==> src/rtl/key_toggle_bank.sv <==
// Debounced key bank: per-key sync, press/release pulses, toggle state, optional
// long-press pulse (define KEY_LONG_PRESS_EN to build the long-press counters).
module key_toggle_chan #(
  parameter int HOLD_CYCLES = 500000,
  parameter int LONG_CYCLES = 50000000,
  parameter int ACTIVE_LOW  = 1
) (
  input  logic clk,
  input  logic rstn,
  input  logic key_i,
  input  logic clear_i,
  output logic level_o,
  output logic press_o,
  output logic release_o,
  output logic toggle_o,
  output logic long_o
);
  localparam int            CW       = $clog2(HOLD_CYCLES);
  localparam logic [CW-1:0] HOLD_MAX = CW'(HOLD_CYCLES - 1);
  localparam logic [CW-1:0] CNT_ONE  = CW'(1);
  localparam logic          IDLE_LVL = (ACTIVE_LOW != 0);

  if (HOLD_CYCLES < 2 || LONG_CYCLES <= HOLD_CYCLES) begin : g_bad_params
    $error("key_toggle_chan: need HOLD_CYCLES >= 2 and LONG_CYCLES > HOLD_CYCLES");
  end

  typedef enum logic [1:0] {IDLE, PRESS_WAIT, HELD, RELEASE_WAIT} state_t;

  state_t        state_q;
  logic [CW-1:0] cnt_q;
  logic [1:0]    sync_q, sync_d;
  logic          pressed, press_evt;
  logic          level_q, press_q, release_q;
  logic          toggle_q, toggle_d;

  // Synchronizer resets to the released pin level so a key held through reset
  // is seen as a fresh edge and fully re-debounced.
  always_comb sync_d = {sync_q[0], key_i};

  always_ff @(posedge clk or negedge rstn)
    if (!rstn) sync_q <= {2{IDLE_LVL}};
    else       sync_q <= sync_d;

  assign pressed   = sync_q[1] ^ IDLE_LVL;
  assign press_evt = (state_q == PRESS_WAIT) && pressed && (cnt_q == HOLD_MAX);

  always_ff @(posedge clk or negedge rstn) begin
    if (!rstn) begin
      state_q   <= IDLE;
      cnt_q     <= '0;
      level_q   <= 1'b0;
      press_q   <= 1'b0;
      release_q <= 1'b0;
    end else begin
      press_q   <= 1'b0;
      release_q <= 1'b0;
      case (state_q)
        IDLE:
          if (pressed) begin
            state_q <= PRESS_WAIT;
            cnt_q   <= '0;
          end
        PRESS_WAIT:
          if (!pressed) begin
            state_q <= IDLE;
            cnt_q   <= '0;
          end else if (cnt_q == HOLD_MAX) begin
            state_q <= HELD;
            cnt_q   <= '0;
            level_q <= 1'b1;
            press_q <= 1'b1;
          end else begin
            cnt_q <= cnt_q + CNT_ONE;
          end
        HELD:
          if (!pressed) begin
            state_q <= RELEASE_WAIT;
            cnt_q   <= '0;
          end
        RELEASE_WAIT:
          if (pressed) begin
            state_q <= HELD;
            cnt_q   <= '0;
          end else if (cnt_q == HOLD_MAX) begin
            state_q   <= IDLE;
            cnt_q     <= '0;
            level_q   <= 1'b0;
            release_q <= 1'b1;
          end else begin
            cnt_q <= cnt_q + CNT_ONE;
          end
        default: begin
          state_q <= IDLE;
          cnt_q   <= '0;
        end
      endcase
    end
  end

  // Clear beats a coincident press; the press pulse itself is unaffected.
  always_comb begin
    toggle_d = toggle_q;
    if (clear_i)        toggle_d = 1'b0;
    else if (press_evt) toggle_d = ~toggle_q;
  end

  always_ff @(posedge clk or negedge rstn)
    if (!rstn) toggle_q <= 1'b0;
    else       toggle_q <= toggle_d;

`ifdef KEY_LONG_PRESS_EN
  localparam int            LW       = $clog2(LONG_CYCLES);
  localparam logic [LW-1:0] LONG_MAX = LW'(LONG_CYCLES - 1);
  localparam logic [LW-1:0] LONG_PRE = LW'(LONG_CYCLES - 2);
  localparam logic [LW-1:0] LONG_ONE = LW'(1);

  logic [LW-1:0] long_cnt_q;
  logic          long_q;

  // Restarted only by a new press, so release bounces cannot re-arm it.
  always_ff @(posedge clk or negedge rstn) begin
    if (!rstn) begin
      long_cnt_q <= '0;
      long_q     <= 1'b0;
    end else begin
      long_q <= 1'b0;
      if (press_evt) begin
        long_cnt_q <= '0;
      end else if (level_q && long_cnt_q != LONG_MAX) begin
        long_cnt_q <= long_cnt_q + LONG_ONE;
        long_q     <= (long_cnt_q == LONG_PRE);
      end
    end
  end

  assign long_o = long_q;
`else
  assign long_o = 1'b0;
`endif

  assign level_o   = level_q;
  assign press_o   = press_q;
  assign release_o = release_q;
  assign toggle_o  = toggle_q;
endmodule

module key_toggle_bank #(
  parameter int NUM_KEYS    = 4,
  parameter int HOLD_CYCLES = 500000,
  parameter int LONG_CYCLES = 50000000,
  parameter int ACTIVE_LOW  = 1
) (
  input  logic                clk,
  input  logic                rstn,
  input  logic [NUM_KEYS-1:0] key_i,
  input  logic [NUM_KEYS-1:0] clear_i,
  output logic [NUM_KEYS-1:0] key_level_o,
  output logic [NUM_KEYS-1:0] press_pulse_o,
  output logic [NUM_KEYS-1:0] release_pulse_o,
  output logic [NUM_KEYS-1:0] toggle_o,
  output logic [NUM_KEYS-1:0] long_pulse_o
);
  for (genvar n = 0; n < NUM_KEYS; n++) begin : g_chan
    key_toggle_chan #(
      .HOLD_CYCLES(HOLD_CYCLES),
      .LONG_CYCLES(LONG_CYCLES),
      .ACTIVE_LOW (ACTIVE_LOW)
    ) u_chan (
      .clk      (clk),
      .rstn     (rstn),
      .key_i    (key_i[n]),
      .clear_i  (clear_i[n]),
      .level_o  (key_level_o[n]),
      .press_o  (press_pulse_o[n]),
      .release_o(release_pulse_o[n]),
      .toggle_o (toggle_o[n]),
      .long_o   (long_pulse_o[n])
    );
  end
endmodule

==> config.mk <==
export PLATFORM = sky130hd
export DESIGN_NAME = key_toggle_bank
export DESIGN_NICKNAME = d
export VERILOG_FILES = /design/src/rtl/key_toggle_bank.sv
export SDC_FILE = /design/constraint.sdc
export NUM_CORES = 1
export LEC_CHECK = 0
export BUFFER_PORTS_ARGS = -buffer_cell sky130_fd_sc_hd__buf_2
export CORE_ASPECT_RATIO = 2
export CORE_MARGIN = 8
export CORE_UTILIZATION = 66
export DETAILED_ROUTE_END_ITERATION = 8
export PLACE_DENSITY = 0.86
export SLEW_MARGIN = 20
export SYNTH_ARGS = -nofsm -noshare
export SYNTH_HDL_FRONTEND = slang
export SYNTH_SLANG_ARGS = --single-unit
==> constraint.sdc <==
create_clock -name clk -period 5.75 [get_ports clk]
set_input_delay 0.2875 -clock clk [delete_from_list [all_inputs] [get_ports clk]]
set_output_delay 0.2875 -clock clk [all_outputs]
set_load 0.05 [all_outputs]
==> Word-level counts from Yosys, hierarchy flattened <==
Cells that the tools add are included.
{ "op_classes": {"n_addsub": 4, "eq_ne": 48, "n_mux": 100, "bitwise": 8, "n_reduce_logical": 32} }
{ "ops": {"columns": ["cell", "count"], "rows": [
  ["2-to-1 mux 19 bit", 20],
  ["case mux 19 bit (4 select lines)", 4],
  ["adder 19 x 1 -> 19 bit, second input constant", 4],
  ["equality test 19 bit, second input constant", 4],
  ["2-to-1 mux 2 bit", 24],
  ["2-to-1 mux 1 bit", 44],
  ["case mux 2 bit (4 select lines)", 4],
  ["inequality test 2 x 1 -> 1 bit, second input constant", 12],
  ["inequality test 2 bit, second input constant", 12],
  ["AND reduction 5 bit", 4],
  ["equality test 2 bit, second input constant", 8],
  ["AND reduction 4 bit", 4],
  ["nonzero test 2 bit", 8],
  ["inequality test 3 x 2 -> 1 bit, second input constant", 4],
  ["inequality test 3 bit, second input constant", 4],
  ["equality test 2 x 1 -> 1 bit, second input constant", 4],
  ["logical AND 1 bit", 8],
  ["logical NOT 2 bit", 4],
  ["inverter 1 bit", 8],
  ["case mux 1 bit (2 select lines)", 4],
  ["AND reduction 2 bit", 4]
]} }
{ "word_totals": {"regBits": 108, "out_inout_bits": 20, "elab_cells": 220} }

==> Logic depth before layout (Yosys ltp) <==
Gate-level depths: netlist of the first run.
{ "logic_depth": {"word_depth": 5, "ltp_mapped": 8, "mapped_depth_nobuf": 6} }

==> Cells and area by module <==
Synthesis of the first run repeated with hierarchy kept, for this count alone.
{ "hier_totals": {"cells_unflattened": 599, "hier_area_um2": 5644.2} }
{ "modules_own_cells": {"columns": ["mod", "instances", "cells_each", "area_per_inst_um2"], "rows": [
  ["key_toggle_chan (g_chan[0].u_chan ...)", 3, 145, 1378.8],
  ["key_toggle_chan (g_chan[3].u_chan)", 1, 164, 1507.7]
]} }

==> Worst setup path after synthesis of the first run <==
Ideal clock, no wire load.
{ "synth_timing": {"kind": "flip-flop to flip-flop", "start": "reg g_chan[3].u_chan.cnt_q[0]", "end": "reg g_chan[3].u_chan.toggle_q", "setup_time_ps": 128, "t_arrival_ps": 2145, "required_time_ps": 5622, "slack_ps": 3477, "stages_incl_launch_ff": 9, "path_buffers": 2, "synth_period_minus_slack_ps": 2273, "cell_sequence": "dfrtp_1 -> ha_1 -> and4_1 -> buf_4 -> nand4_4 -> or4_4 -> buf_6 -> nor3_4 -> mux2_1"} }
{ "synth_via": {"elab_chain_cells": 3} }
{ "synth_rtl": {"columns": ["element", "line", "source"], "rows": [
  ["from (decl)", "30", "logic [CW-1:0] cnt_q;"],
  ["from (signal assigned)", "73", "cnt_q <= cnt_q + CNT_ONE;"],
  ["from (signal assigned)", "90", "cnt_q <= cnt_q + CNT_ONE;"],
  ["equality test 19 bit", "45", "assign press_evt = (state_q == PRESS_WAIT) && pressed && (cnt_q == HOLD_MAX);"],
  ["logical AND 1 bit", "45", null],
  ["nonzero test 2 bit (no line)", null, null],
  ["to (signal assigned)", "109", "else toggle_q <= toggle_d;"],
  ["to (decl)", "34", "logic toggle_q, toggle_d;"]
]} }
No other way between the ends.
A chain may end at the register's enable or synchronous reset.

==> Worst setup path in the final report of the first run <==
{ "layout_timing": {"start": "reg g_chan[3].u_chan.cnt_q[0]", "end": "reg g_chan[3].u_chan.cnt_q[11]"} }
{ "layout_via": {"elab_chain_cells": 4, "word_cells_on_any_way": 6} }
{ "layout_rtl": {"columns": ["element", "line", "source"], "rows": [
  ["adder 19 x 1 -> 19 bit or equality test 19 bit (tied branches)", null, null],
  ["2-to-1 mux 19 bit (*)", "67, 84", null],
  ["2-to-1 mux 19 bit (on tied branches)", "81, 64", null],
  ["case mux 19 bit (4 select lines) (*)", "57", "case (state_q)"]
]} }
Mark *: on every way between the ends. The rest lies on a longest branch, timed or not.

==> metrics.txt, run 1 <==
Slew @ Worst Pin 1010 ps; Reg2Reg Launch Point g_chan[3].u_chan.cnt_q[0]; Synth cell types 68; # diodes 0; status finished clean; cell area after synthesis 5850 um2; routed via count 4,750; Worst EP required 5980 ps; crit path DAT 2810 ps; LEAKAGE 2.70 nW; Tightest Hold Check Type in -> reg; largest net degree at the start of global routing 66; startpoint types flop; Max clock buf depth 2; initial antenna violation count 0; Final Setup Violations 0; port bufs 25; Die ar. 12,300 um2; routability cong. 0.952; number of DRC markers in iteration 0 350; Setup crit start g_chan[3].u_chan.cnt_q[0]; Critical Path End Type flop; DR vias/cell 6.52; Num CTS Buffers 9; core area 8650 um2; sequential cell area fraction in the yosys report 46.4%; DP Worst Slack 3220 ps; maxcap violations 0; asr flop ratio synth 100%; synthesized flop and latch total 108; estimated wirelength of the detail-placed design 8960 um; global-route usage over all layers 22.4%; Residual DRC 0; Main synth FF type dfrtp_1; Hold Worst Slack 34.9 ps; fin crit period 2580 ps; Area growth, synth to finish 5.50%; Cell Rows 48; Syn Inst Count 624; CTS Sinks 108; placed insts 711; Post-synth EDFFs 0; cell chosen for the clock root clkbuf_16; Crit Path Class reg -> reg; clk_skew 7.90 ps; First-pass DRT Iterations 5; final period utilization 44.9%; synthesized area per cell 9.37 um2; placed instance area 5880 um2; final hold viol count 0; RSZ-0062 raised after global routing no; die width 82.6 um; drt wl/cell 17.3 um; drt total wl 12,600 um; clk_lat worst skew 350 ps; nets 637; CTS clk-pin slew, worst paths 70 ps; H-tree Lvls 3; hold path start key_i[2]; setup TNS 0 ps; total power 1.58 mW; Initial Util 67.6%; vias in the first global route 4,888; antenna-violating nets left 0; maximum VDD drop 0.193 mV; Die H 149 um; max-slew violations 0; CTS resizes 0; FMAX 388 MHz; Power Density 257 nW/um2; io pins 30; Finished Layout Cells 728; GRT overflow 0; CTS tree done; share of layout cells above drive strength 1 12.7%; Util after Layout 71.3%; final worst slack 3170 ps; CP max FO 18; normalized max-slew margin 32.6%; synth warn 0; first-pass GRT wire length 22,300 um; post-route cell area 6170 um2
==> synth_stat cells (all sizes together), types with 9 or more instances <==
master  count  area, um2
a21o       18        135
a21oi      29        145
and3       15       93.8
buf        26        189
clkbuf     18       67.6
dfrtp     100       2500
inv        23       86.3
mux2i      10        100
nand2      67        251
nand3      50        273
nand4      23        159
nor2       32        123
nor3       21        128
nor4       14        115
o21ai      38        190
or3        16        100
or4         9       78.8
==> report_power, final <==
part | switching, mW | internal (mW) | leakage [nW]
logic | 0.143 | 0.0539 | 1.11
registers | 0.0349 | 0.783 | 1.46
clock network | 0.271 | 0.296 | 0.126
total | 0.449 | 1.13 | 2.70
==> final timing paths <==
kind | end | slack [ps] | cells after the start
hold reg to reg | g_chan[0].u_chan.sync_q[1] | 360 | 0
hold / removal | g_chan[2].u_chan.sync_q[0] | 30 | 1
setup reg to reg | g_chan[3].u_chan.cnt_q[11] | 3170 | 6
setup / recovery | g_chan[3].u_chan.cnt_q[11] | 3170 | 6
max in group asynchronous | g_chan[0].u_chan.cnt_q[2] | 4070 | 3
min in group asynchronous | g_chan[3].u_chan.cnt_q[8] | 470 | 2
==> sequential cells by signal (all words and copies together), names as in the netlist, named ones only <==
signal                   count
g_chan.u_chan.cnt_q         76
g_chan.u_chan.sync_q         8
g_chan.u_chan.level_o        4
g_chan.u_chan.press_o        4
g_chan.u_chan.release_o      4
g_chan.u_chan.state_q        4
g_chan.u_chan.toggle_o       4
==> cell usage in the layout (no fill, tap or decap), drive strengths merged, types with 9 or more instances in the layout <==
cell type,instances
nand4,23
nand3,50
dfrtp,100
inv,24
or3,16
nor3,21
nor4,14
or4,9
o21ai,38
nand2,67
a21oi,29
mux2i,10
and3,15
nor2,32
clkbuf,11
a21o,18
buf,28
==> logic make-up (layout without fill, tap and decap cells) <==
logic type                 after synthesis  in the layout  share of synthesized area (%)
AOI/OAI and AO/OA                      135            135                           15.3
xor gates and xnor gates                11             11                           1.65
adders and majority gates                4              4                          0.856
buffers and inverters                   67             68                           5.86
DFF                                    108            108                           46.4
muxes                                   13             13                           2.29
other                                    1              4                         0.0641
and+or+nand+nor                        285            285                           27.6
==> area by class of cell <==
cell class / count / area [um2]
Timing Repair Buffer: 29 / 160
Sequential cell: 108 / 2710
Multi-Input combinational cell: 452 / 2810
Tap cell: 100 / 125
Fill cell: 650 / 2480
Inverter: 23 / 86.3
Clock inverter: 5 / 37.5
Clock buffer: 11 / 233
==> repair_timing <==
item / CTS / global route
buffers inserted: 0 / 0
endpoints found under the hold margin: 41 / 0
hold buffers: 1 / 0
==> layer usage <==
layer	GRT usage, %	wire [um]	vias up
met4	11.4	380	0
met5	0	0	-
met3	3.74	428	37
li1	-	-	2263
met2	39.1	6970	125
met1	24.9	4840	2325
==> critical path, stage by stage (launching register included) <==
cell,delay [ps]
dfrtp_1,420
ha_1,230
and4_1,380
nand4_4,160
o41ai_4,830
o21ai_0,210
a21bo_2,240
No activity file was read; power rests on OpenSTA's default activity.
==> inputs of run 2 (changes only) <==
CORE_UTILIZATION = 62   (was 66)
PLACE_DENSITY = 0.82   (was 0.86)
clock period = 2.5 ns   (was 5.75 ns; I/O delays follow)
==> run 2 against run 1 <==
Effect of this change: setup slack got worse by 3000 ps; sequential power increased by 130%; worst hold slack improved by 100 ps; via count increased by 1.6%; flip-flop and latch count unchanged; critical path depth unchanged; combinational power increased to 2.6 times the previous value; design area increased by 3.1%; final cell count increased by 3.3%; utilization decreased by 2.6 points; largest cell class unchanged; highest routed layer unchanged.
==> metrics.txt, run 2 (synthesized netlist as in run 1, its figures left out) <==
status finished clean; final hold viol count 0; # diodes 0; antenna-violating nets left 0; share of layout cells above drive strength 1 14.5%; CTS clk-pin slew, worst paths 70 ps; clk_lat worst skew 350 ps; Critical Path, Cell by Cell ha_1 -> and4_1 -> nand4_4 -> or4_4 -> nor3_4 -> mux2_1; crit path DAT 2560 ps; Area growth, synth to finish 8.80%; Crit Path Class reg -> reg; CTS Sinks 108; Max clock buf depth 2; placed instance area 6000 um2; global-route usage over all layers 21.1%; DR vias/cell 6.41; CTS tree done; Die ar. 13,000 um2; most frequent cells in the layout dfrtp_1, nand2_1, nand3_1; estimated wirelength of the detail-placed design 9430 um; Switching Fraction 28.7%; setup TNS 0 ps; CP max stage cell or4_4; cell chosen for the clock root clkbuf_16; final period utilization 93.1%; part of the power in the clock network 36.4%; Sw Pwr 1.08 mW; largest net degree at the start of global routing 47; clk_skew 7.48 ps; Num CTS Buffers 9; Die H 153 um; fin crit period 2330 ps; H-tree Lvls 3; GRT overflow 0; Cell Rows 50; io pins 30; RSZ-0062 raised after global routing no; CP max FO 8; Top Registers g_chan.u_chan.cnt_q: 76 flops, g_chan.u_chan.sync_q: 8 flops; Reg power frac 50.1%; First-pass DRT Iterations 5; maximum VDD drop 0.599 mV; Post CTS Setup Buffer Count 0; Critical Path End Type flop; die width 84.7 um; startpoint types flop; Slew @ Worst Pin 836 ps; Gate power share 13.6%; Residual DRC 0; Worst EP required 2740 ps; post-route cell area 6360 um2; filler cell count 759; vias in the first global route 4,999; Initial Util 63.1%; Tightest Hold Check Type in -> reg; LEAKAGE 2.82 nW; Biggest register g_chan.u_chan.cnt_q; max reg flops 76; first-pass GRT wire length 22,500 um; Power Internal 2.68 mW; drt wl/cell 17.2 um; commonest non-fill, non-tap cell in the layout dfrtp_1; initial antenna violation count 0; Power Density 591 nW/um2; number of DRC markers in iteration 0 305; routed via count 4,824; CP max stage delay 610 ps; final worst slack 171 ps; nets 657; port bufs 25; drt total wl 12,900 um; DP Worst Slack 155 ps; routability cong. 0.927; FMAX 429 MHz; core area 9260 um2; normalized max-slew margin 44.1%; Final Setup Violations 0; max-slew violations 0; maxcap violations 0
## run 2: power groups by stage
stage               clock, mW  sequential, mW  combinational (mW)
floorplan                   0            1.87               0.365
finish                   1.37            1.88               0.511
CTS                      1.40            1.88               0.506
global route             1.46            1.89               0.574
detailed placement          0            1.91               0.495
global placement            0            1.90               0.473
## run 2: worst paths after layout
path                                             from                         end  slack [ps]  cells past startpoint
max                         g_chan[3].u_chan.cnt_q[0]   g_chan[3].u_chan.toggle_o         170                      6
min                                        clear_i[3]   g_chan[3].u_chan.toggle_o         140                      3
max reg2reg                 g_chan[3].u_chan.cnt_q[0]   g_chan[3].u_chan.toggle_o         170                      6
min reg2reg                g_chan[0].u_chan.sync_q[0]  g_chan[0].u_chan.sync_q[1]         360                      0
max in group asynchronous                        rstn   g_chan[1].u_chan.cnt_q[1]        1480                      3
min in group asynchronous                        rstn  g_chan[3].u_chan.release_o         320                      2
## run 2: layout make-up
cell class              instances  area, um2  area share (%)
well taps                     104        130            2.05
inverters                      23       86.3            1.36
flip-flops and latches        108       2710            42.6
clock inverters                 5       45.0           0.708
multi-input cells             452       2810            44.1
clock buffers                  11        243            3.82
repair buffers                 49        338            5.31
## run 2: what timing repair did
action                     4_1_cts  5_1_grt
hold endpoints to repair        45        0
setup endpoints to repair        0        1
gates resized for setup          0        1
hold buffers                     7        0
## run 2: layer usage
layer	vias to the layer above	wire length, um	global-route usage (%)
li1	2306	-	-
met1	2384	4630	20.9
met2	102	7530	39.4
met3	32	367	4.24
met4	0	378	11.6
met5	-	0	0
## run 2: critical path: cells and delay by family, from the launching register on
family                     cells  cell delay [ps]
and+or+nand+nor                4             1230
DFF                            1              420
muxes                          1              350
adders and majority gates      1              230
## run 2: through the flow
step | hold WS [ps] | instances | utilization [%] | total power [mW]
after global routing | 145 | 752 | 68.7 | 3.93
final | 140 | 752 | 68.7 | 3.76
after CTS | 127 | 752 | 68.7 | 3.78
after detailed placement | 167 | 729 | 64.8 | 2.41
after floorplan | -171 | 627 | - | 2.23
after global placement | 165 | 729 | 64.8 | 2.38
